==> config.mk <==
export PLATFORM = sky130hd
export DESIGN_NAME = regfile_read_arbiter
export DESIGN_NICKNAME = d
export VERILOG_FILES = /design/src/rtl/regfile_pkg.sv /design/src/rtl/regfile_read_arbiter_rr_arbiter2.sv /design/src/rtl/regfile_read_arbiter.sv
export SDC_FILE = /design/constraint.sdc
export NUM_CORES = 1
export LEC_CHECK = 0
export ABC_CLOCK_PERIOD_IN_PS = 5000
export BUFFER_PORTS_ARGS = -buffer_cell sky130_fd_sc_hd__buf_2
export CORE_AREA = 3 3 84 86
export DETAILED_ROUTE_END_ITERATION = 10
export DIE_AREA = 0 0 87 89
export GPL_TIMING_DRIVEN = 0
export HOLD_SLACK_MARGIN = 0.03
export SLEW_MARGIN = 20
export SYNTH_ARGS = -nofsm -noshare
export SYNTH_HDL_FRONTEND = slang
export SYNTH_SLANG_ARGS = --single-unit
==> constraint.sdc <==
create_clock -name clk -period 5 [get_ports clk]
set_clock_uncertainty 0.15 [all_clocks]
set_input_delay 1 -clock clk [delete_from_list [all_inputs] [get_ports clk]]
set_output_delay 1 -clock clk [all_outputs]
set_load 0.05 [all_outputs]
==> src/rtl/regfile_pkg.sv <==
// Shared sizes and requester identifiers for the register file read-port arbiter.
package regfile_pkg;

   localparam int DEF_WORD_LENGTH = 32;
   localparam int DEF_ADDR_WIDTH  = 5;
   localparam int NUM_REGS        = 32;

   localparam logic REQ_ID0 = 1'b0;
   localparam logic REQ_ID1 = 1'b1;

endpackage

==> src/rtl/regfile_read_arbiter_rr_arbiter2.sv <==
// Two-input round-robin arbiter; a requester whose grant is currently high is
// masked for that edge, and ties go to whoever did not win last.
module rr_arbiter2
   import regfile_pkg::*;
(
   input  logic       clk,
   input  logic       reset,
   input  logic [1:0] req,
   output logic [1:0] win,
   output logic [1:0] gnt
);

   logic       last_owner;
   logic [1:0] elig;

   // A held request is ignored during its own grant cycle.
   assign elig = req & ~gnt;

   always_comb begin
      win = 2'b00;
      case (elig)
         2'b01:   win = 2'b01;
         2'b10:   win = 2'b10;
         2'b11:   win = (last_owner == REQ_ID1) ? 2'b01 : 2'b10;
         default: win = 2'b00;
      endcase
   end

   always_ff @(posedge clk or posedge reset) begin
      if (reset) begin
         gnt        <= 2'b00;
         last_owner <= REQ_ID1;
      end else begin
         gnt <= win;
         if (|win) last_owner <= win[1];
      end
   end

endmodule

==> src/rtl/regfile_read_arbiter.sv <==
// Shares the register file read port between two requesters: arbitrate and
// drive Selector on one edge, capture the (write-forwarded) word on the next.
module regfile_read_arbiter
   import regfile_pkg::*;
#(
   parameter int WORD_LENGTH = DEF_WORD_LENGTH,
   parameter int ADDR_WIDTH  = DEF_ADDR_WIDTH
) (
   input  logic                   clk,
   input  logic                   reset,
   input  logic                   Req0,
   input  logic [ADDR_WIDTH-1:0]  Addr0,
   input  logic                   Req1,
   input  logic [ADDR_WIDTH-1:0]  Addr1,
   output logic                   Gnt0,
   output logic                   Gnt1,
   input  logic                   RegWrite,
   input  logic [ADDR_WIDTH-1:0]  WriteRegister,
   input  logic [WORD_LENGTH-1:0] WriteData,
   output logic [ADDR_WIDTH-1:0]  Selector,
   input  logic [WORD_LENGTH-1:0] Mux_Output,
   output logic [WORD_LENGTH-1:0] ReadData,
   output logic                   ReadValid,
   output logic                   ReadID
);

   // Handshake: ReqX is a level held with AddrX stable until a one-cycle GntX
   // pulse; the word returns one cycle after GntX as a one-cycle ReadValid
   // strobe with ReadID naming the owner. There is no back-pressure on ReadValid.

   logic [1:0] win;
   logic [1:0] gnt;
   logic       owner;
   logic       s1_valid;
   logic       fwd;

   rr_arbiter2 u_arb (
      .clk   (clk),
      .reset (reset),
      .req   ({Req1, Req0}),
      .win   (win),
      .gnt   (gnt)
   );

   assign Gnt0 = gnt[0];
   assign Gnt1 = gnt[1];

   // A write landing on the edge we capture would leave the mux showing the old word.
   assign fwd = RegWrite && (WriteRegister == Selector);

   always_ff @(posedge clk or posedge reset) begin
      if (reset) begin
         Selector  <= '0;
         owner     <= REQ_ID0;
         s1_valid  <= 1'b0;
         ReadValid <= 1'b0;
         ReadID    <= REQ_ID0;
         ReadData  <= '0;
      end else begin
         s1_valid <= |win;
         if (win[0]) begin
            Selector <= Addr0;
            owner    <= REQ_ID0;
         end else if (win[1]) begin
            Selector <= Addr1;
            owner    <= REQ_ID1;
         end

         ReadValid <= s1_valid;
         if (s1_valid) begin
            ReadID   <= owner;
            ReadData <= fwd ? WriteData : Mux_Output;
         end
      end
   end

endmodule

==> results.txt, run 1 <==
The critical path data arrival time came out at 2200 ps. The startpoint kind of the worst setup timing path is a primary input. The per-cell via count in the routed design is 4.73.

The largest net degree at the start of global routing came out at 29. The routed wirelength normalized by instance count is 14.7 microns. In this run the count of I/O pins placed on the die edge is 125. The placed wire-length estimate after detailed placement is 4110 microns. By instance count, the leading cell after synthesis is dfrtp_1.

The measured slew at the worst slew-check pin came out at 518 ps. The total number of vias came out at 1745. The top achievable clock speed came out at 459 MHz. The vertical die dimension came out at 89 microns. Setup repair after global routing left no endpoint under its margin. The count of cells resized by post-cts repair is 0. The longest clock path from root to sink contains 2 buffers. In this run the standard cell core region covers 0.00635 sq mm. For the worst setup path, the data required time is 5020 ps. The final-report setup violation count is 0. After clock tree synthesis, the clock-pin slew on the worst setup and hold paths is 90 ps. The DRC marker count from the first detailed-route iteration is 38. The sum of overflow across all layers after global routing came out at 0.

Synthesis produced 159 cells. Buffers inserted during clock tree synthesis total 5. The number of sinks handled by clock tree synthesis is 44. The first-pass GRT wire length came out at 8320 microns. TritonCTS built the clock tree.

Across the run, the number of max-cap violations was 0. The summed negative setup slack over all endpoints is 0 ps. Sorting the synthesized cells by area gives the leading types as dfrtp_1 57%, a221o_1 17%, nor2b_1 11%, xnor2_1 2.3%, o22ai_1 1.6%. The power per cell area is 456 mW/mm^2. The synthesized design contains 44 register bits. The number of distinct library cells after synthesis is 21. The number of input and output port buffers inserted is 124. Including well taps, the total number of placed cells is 361. The die outline area came out at 0.00774 sq mm.

The part of the cycle the worst path needs came out at 43.5%. The number of hold buffers added after cts came out at 0. The library cell used as clock root buffer is clkbuf_8. The top-area cell type share of the netlist area is 56.6%.

The final weighted congestion of routability-driven global placement is 0.674. The largest voltage drop on the vdd net is 0.201 mV. The max-slew violation count is 0. The final critical-path required period came out at 2180 ps.

The worst setup path is captured at a register. The final cell count without fillers came out at 369. Yosys mapped a number of flops with a built-in enable equal to 0. The post-CTS setup-driven buffer insertion count came out at 0. Counting instances in the post-synthesis netlist gives the leading cell types as 43 x dfrtp_1, 34 x nor2b_1, 32 x a221o_1. The synthesis warning total is 0.

The width of the die came out at 87 microns. Wires add up to 5420 microns. The number of global-route vias before repair came out at 1733.

The clock insertion delay at the later pin of the skew report came out at 290 ps. In this run the worst hold path is classified as register to register. The count of inserted antenna diode cells came out at 0.

The initial antenna violation count came out at 0. Summed over all instances, the cell type with the most area after synthesis is dfrtp_1. The flow ran to the end, and the final reports show no timing, DRC or antenna violations.

The hold violation total from the final report is 0. The total number of placement rows is 29. The share of async-settable or async-resettable flops after synthesis is 100%. In this run the worst path has a maximum fanout of 10. The global-route total usage across every layer is 14.0%.

The synthesized net count came out at 243. The first-pass detailed-route iteration total came out at 4. From synthesis to final layout, the design area changed by 43.6%.

The fraction of layout cells with a size suffix above 1 came out at 49.0%. Of the synthesized area, sequential elements account for 58.0%. The number of remaining DRC errors came out at 0. By startpoint and endpoint, the worst setup path is classified as primary input to register. The completed layout was analyzed and its total power is 1.24 mW. The leakage power total came out at 1.38 nW. Among all flip-flop cells after synthesis, the most frequent one is dfrtp_1. The relative slew slack came out at 65.5%. The filler cell count in the final layout came out at 631.

The effective utilization at floorplan came out at 29.9%. CTS built an H-tree with a depth of 2. Summing every instance area after synthesis gives 0.00190 sq mm. After the last flow step, the layout net total stands at 375.

The average cell area after synthesis came out at 12.0 sq um. The remaining antenna violation count is 0.
metrics by stage:
step | instance area [sq um] | setup slack [ps] | util [%] | hold slack [ps]
finish | 2730 | 2820 | 43.0 | 355
global route | 2730 | 2680 | 43.0 | 380
CTS | 2730 | 2790 | 43.0 | 367
detailed placement | 2640 | 2480 | 41.5 | 353
global placement | 2620 | 2160 | 41.2 | 352
floorplan | 1900 | 2790 | - | 329
path summary, 6_finish.rpt:
path	end	cells after the start	start	slack (ps)
setup / recovery	ReadData[17]	6	WriteRegister[4]	2820
hold / removal	ReadID	1	owner	350
setup reg to reg	ReadData[17]	5	Selector[4]	3200
hold reg to reg	ReadID	1	owner	350
max in group asynchronous	s1_valid	3	reset	3690
min in group asynchronous	ReadData[1]	2	reset	520
critical path, stage by stage:
cell	delay, ps
buf_2	110
xnor2_1	130
nand4_1	170
o21a_1	270
buf_2	200
a221o_1	320
cell usage in the layout, fill, tap and decap left out, types with 6 or more instances in the layout:
cell / n
dfrtp_1: 43
nor2b_1: 34
buf_2: 130
clkbuf_8: 6
nor2_1: 7
a221o_1: 32
registers in the layout (all words and copies together) (netlist names):
signal and cells:
ReadData 32, ReadID 1, ReadValid 1, Selector 5, owner 1, s1_valid 1
u_arb.gnt 2, u_arb.last_owner 1
layout make-up:
class | count | area, sq um | share of cell area, %
multi-input combinational | 98 | 727 | 26.6
timing repair buffer | 125 | 641 | 23.5
clock inverter | 2 | 10.0 | 0.367
buffer | 11 | 48.8 | 1.79
clock buffer | 6 | 82.6 | 3.02
sequential | 44 | 1100 | 40.4
tap | 77 | 96.3 | 3.53
inverter | 6 | 22.5 | 0.825
logic make-up (layout without fill, tap and decap cells):
logic type      Yosys count  count (layout)  share of synthesized area, %
xor+xnor                  5               5                          2.30
buf+inv                  17             150                          3.75
simple gates             50              50                          15.3
flops                    44              44                          58.0
mux                       1               1                         0.592
compound gates           42              42                          20.1
power by group:
| part | leakage [nW] | internal, mW | total (mW) | switching [mW] |
|---|---|---|---|---|
| clock | 0.0510 | 0.110 | 0.230 | 0.120 |
| combinational | 0.807 | 0.161 | 0.539 | 0.378 |
| sequential | 0.524 | 0.433 | 0.476 | 0.0422 |
layer usage:
| layer | vias to the layer above | global-route usage [%] | routed length (microns) |
|---|---|---|---|
| met2 | 76 | 23.9 | 2700 |
| li1 | 850 | - | - |
| met5 | - | 0 | 0 |
| met3 | 4 | 4.06 | 429 |
| met4 | 0 | 2.97 | 32 |
| met1 | 815 | 17.6 | 2250 |
(Power assumes the default switching activity.)
==> run 2: changes to the inputs <==
Settings changed: ABC_CLOCK_PERIOD_IN_PS 5000 to 1950.
Clock period 5 ns to 1.95 ns, I/O delays scaled along.
==> results.txt, run 2 (same netlist as run 1, synthesis figures left out) <==
The flow ran to the end, and the final reports show no timing, DRC or antenna violations. The endpoint required time on the critical path is 1970 ps (-3050 ps). The largest voltage drop on the vdd net came out at 0.514 mV (+160%). The power per cell area is 1160 mW/mm^2 (+160%).

The critical path data arrival time was 1880 ps (-320 ps). The post-placement cell area is 0.00264 sq mm (unchanged). The part of the cycle the worst path needs is 95.3%. The initial antenna violation count came out at 0 (unchanged). The number of global-route vias before repair is 1735 (+0.12%). The per-cell via count in the routed design came out at 4.71 (-0.50%). The die outline area was 0.00774 sq mm (unchanged).

The max-capacitance violation count is 0 (unchanged). The remaining antenna violation count was 0 (unchanged). Setup repair after global routing could not meet its margin everywhere. The first-pass detailed-route iteration total came out at 4 (unchanged).

The area overhead of the layout relative to synthesis is 44.8%. The number of sinks handled by clock tree synthesis came out at 44 (unchanged). The maximum net fanout on the critical path came to 10 (unchanged). The number of cells in the design after placement is 361 (unchanged). The total number of placement rows came out at 29 (unchanged).

The startpoint kind of the worst setup timing path is a register. The layout net count came out at 376 (+0.27%). The largest registers in the layout are ReadData (32), Selector (5), u_arb.gnt (2). The number of buffers inserted during clock tree synthesis is 5 (unchanged). The DRC marker count from the first detailed-route iteration is 42 (+11%). The number of buffers between clock root and the deepest sink is 2 (unchanged). The final weighted congestion of routability-driven global placement came out at 0.674 (unchanged). The sum of internal, switching and leakage power is 3.20 mW (+160%). The clock-pin slew reported for the worst setup and hold paths after clock tree synthesis came out at 90 ps (about the same). The final instance area is 0.00275 sq mm (+0.82%).

The level count of the clock H-tree came out at 2 (unchanged). The critical path is of the register to register type. The post-CTS setup-driven buffer insertion count is 0 (unchanged). The final core utilization was 43.3% (+0.35 points). The worst path setup slack after routing came out at 91.6 ps (-2730 ps). The width of the die is 87 microns (unchanged).

The clock period could shrink to 1860 ps. The standard cell core area came out at 0.00635 sq mm (unchanged). The measured slew at the worst slew-check pin was 518 ps (+0.585 ps). The count of inserted antenna diode cells came out at 0 (unchanged).

In this run the worst hold path is classified as primary input to register. The register containing the most flip-flops in the final layout is ReadData. The I/O pin total is 125 (unchanged). The routed wirelength normalized by instance count came out at 14.7 microns (about the same). The number of remaining DRC errors is 0 (unchanged). The fraction of layout cells with a size suffix above 1 is 49.1% (+0.17 points). The fraction of met3 tracks used by global routing is 4.06% (unchanged). The final wirelength came out at 5430 microns (+0.28%). The met1 routing resource usage after global routing came to 17.6% (+0.058 points). The worst-case hold slack came out at 169 ps (-186 ps). The sum of overflow across all layers after global routing came to 0 (unchanged). TritonCTS built the clock tree. The global-route total usage across every layer was 14.0% (+0.019 points). The top cell types in the final layout, fill and taps aside, are 128 x buf_2, 43 x dfrtp_1, 34 x nor2b_1, 32 x a221o_1, 7 x nor2_1.

The relative slew slack is 65.4% (about the same). The leakage power total is 1.39 nW (+0.83%). The clock insertion delay at the later pin of the skew report came to 290 ps (about the same). Based on the critical path, the design can be clocked at up to 538 MHz.

The effective utilization at floorplan was 29.9% (unchanged). The final-report setup violation count is 0 (unchanged). The vertical die dimension came to 89 microns (unchanged). The largest net degree at the start of global routing is 29 (unchanged). The summed negative setup slack over all endpoints came out at 0 ps (unchanged). The number of flip-flops in the largest register came to 32 (unchanged). The library cell used most frequently in the layout, excluding fill and tap cells, is buf_2. The final cell count without fillers was 370 (+0.27%). The number of input and output port buffers inserted came to 124 (unchanged). The post-placement worst setup slack is 37.5 ps (-2440 ps).

The max-slew violation count is 0 (unchanged). The total number of vias came out at 1741 (-0.23%). The global routing met2 resource utilization is 23.9% (unchanged). The first-pass GRT wire length came out at 8340 microns (+0.17%). The placed wire-length estimate after detailed placement is 4110 microns (unchanged). The tree is rooted in a clkbuf_8. The worst setup path is captured at a register.

The most heavily used metal layer in global routing is met2. The hold violation total from the final report came to 0 (unchanged).
[run 2: timing repair]
item | 4_1_cts | 5_1_grt
hold endpoints to repair | 15 | 0
endpoints found under the setup margin | 0 | 26
gates resized for setup | 0 | 4
hold buffers | 1 | 0
[run 2: critical path, stage by stage (launching register included)]
cell and delay [ps]:
dfrtp_1 410, xnor2_1 170, nand4_1 210, o21a_2 290, clkbuf_4 200, a221o_1 310
[run 2: worst paths after layout]
path / end / startpoint / slack (ps) / cells after the start
min reg2reg: ReadID / owner / 360 / 1
max reg2reg: ReadData[17] / Selector[4] / 90 / 5
min: ReadData[8] / WriteData[8] / 170 / 2
max in group asynchronous: s1_valid / reset / 700 / 4
max: ReadData[17] / Selector[4] / 90 / 5
min in group asynchronous: ReadData[1] / reset / 460 / 3
[run 2: per-layer routing]
| layer | up-vias | wire length (microns) |
|---|---|---|
| met4 | 0 | 38 |
| met3 | 4 | 429 |
| met2 | 70 | 2710 |
| met5 | - | 0 |
| met1 | 815 | 2260 |
| li1 | 852 | - |
[run 2: area by class of cell]
| type | count | area, sq um |
|---|---|---|
| clock inverters | 2 | 10.0 |
| plain buffers | 11 | 53.8 |
| multi-input cells | 98 | 734 |
| fillers | 631 | 3600 |
| clock buffers | 6 | 82.6 |
| well taps | 77 | 96.3 |
| repair buffers | 126 | 651 |
| inverters | 6 | 22.5 |
| flip-flops and latches | 44 | 1100 |
[run 2: power breakdown]
group | internal (mW) | leakage (nW) | switching (mW)
Sequential | 1.11 | 0.524 | 0.109
Clock | 0.283 | 0.0510 | 0.304
Combinational | 0.419 | 0.818 | 0.974
Total | 1.81 | 1.39 | 1.39
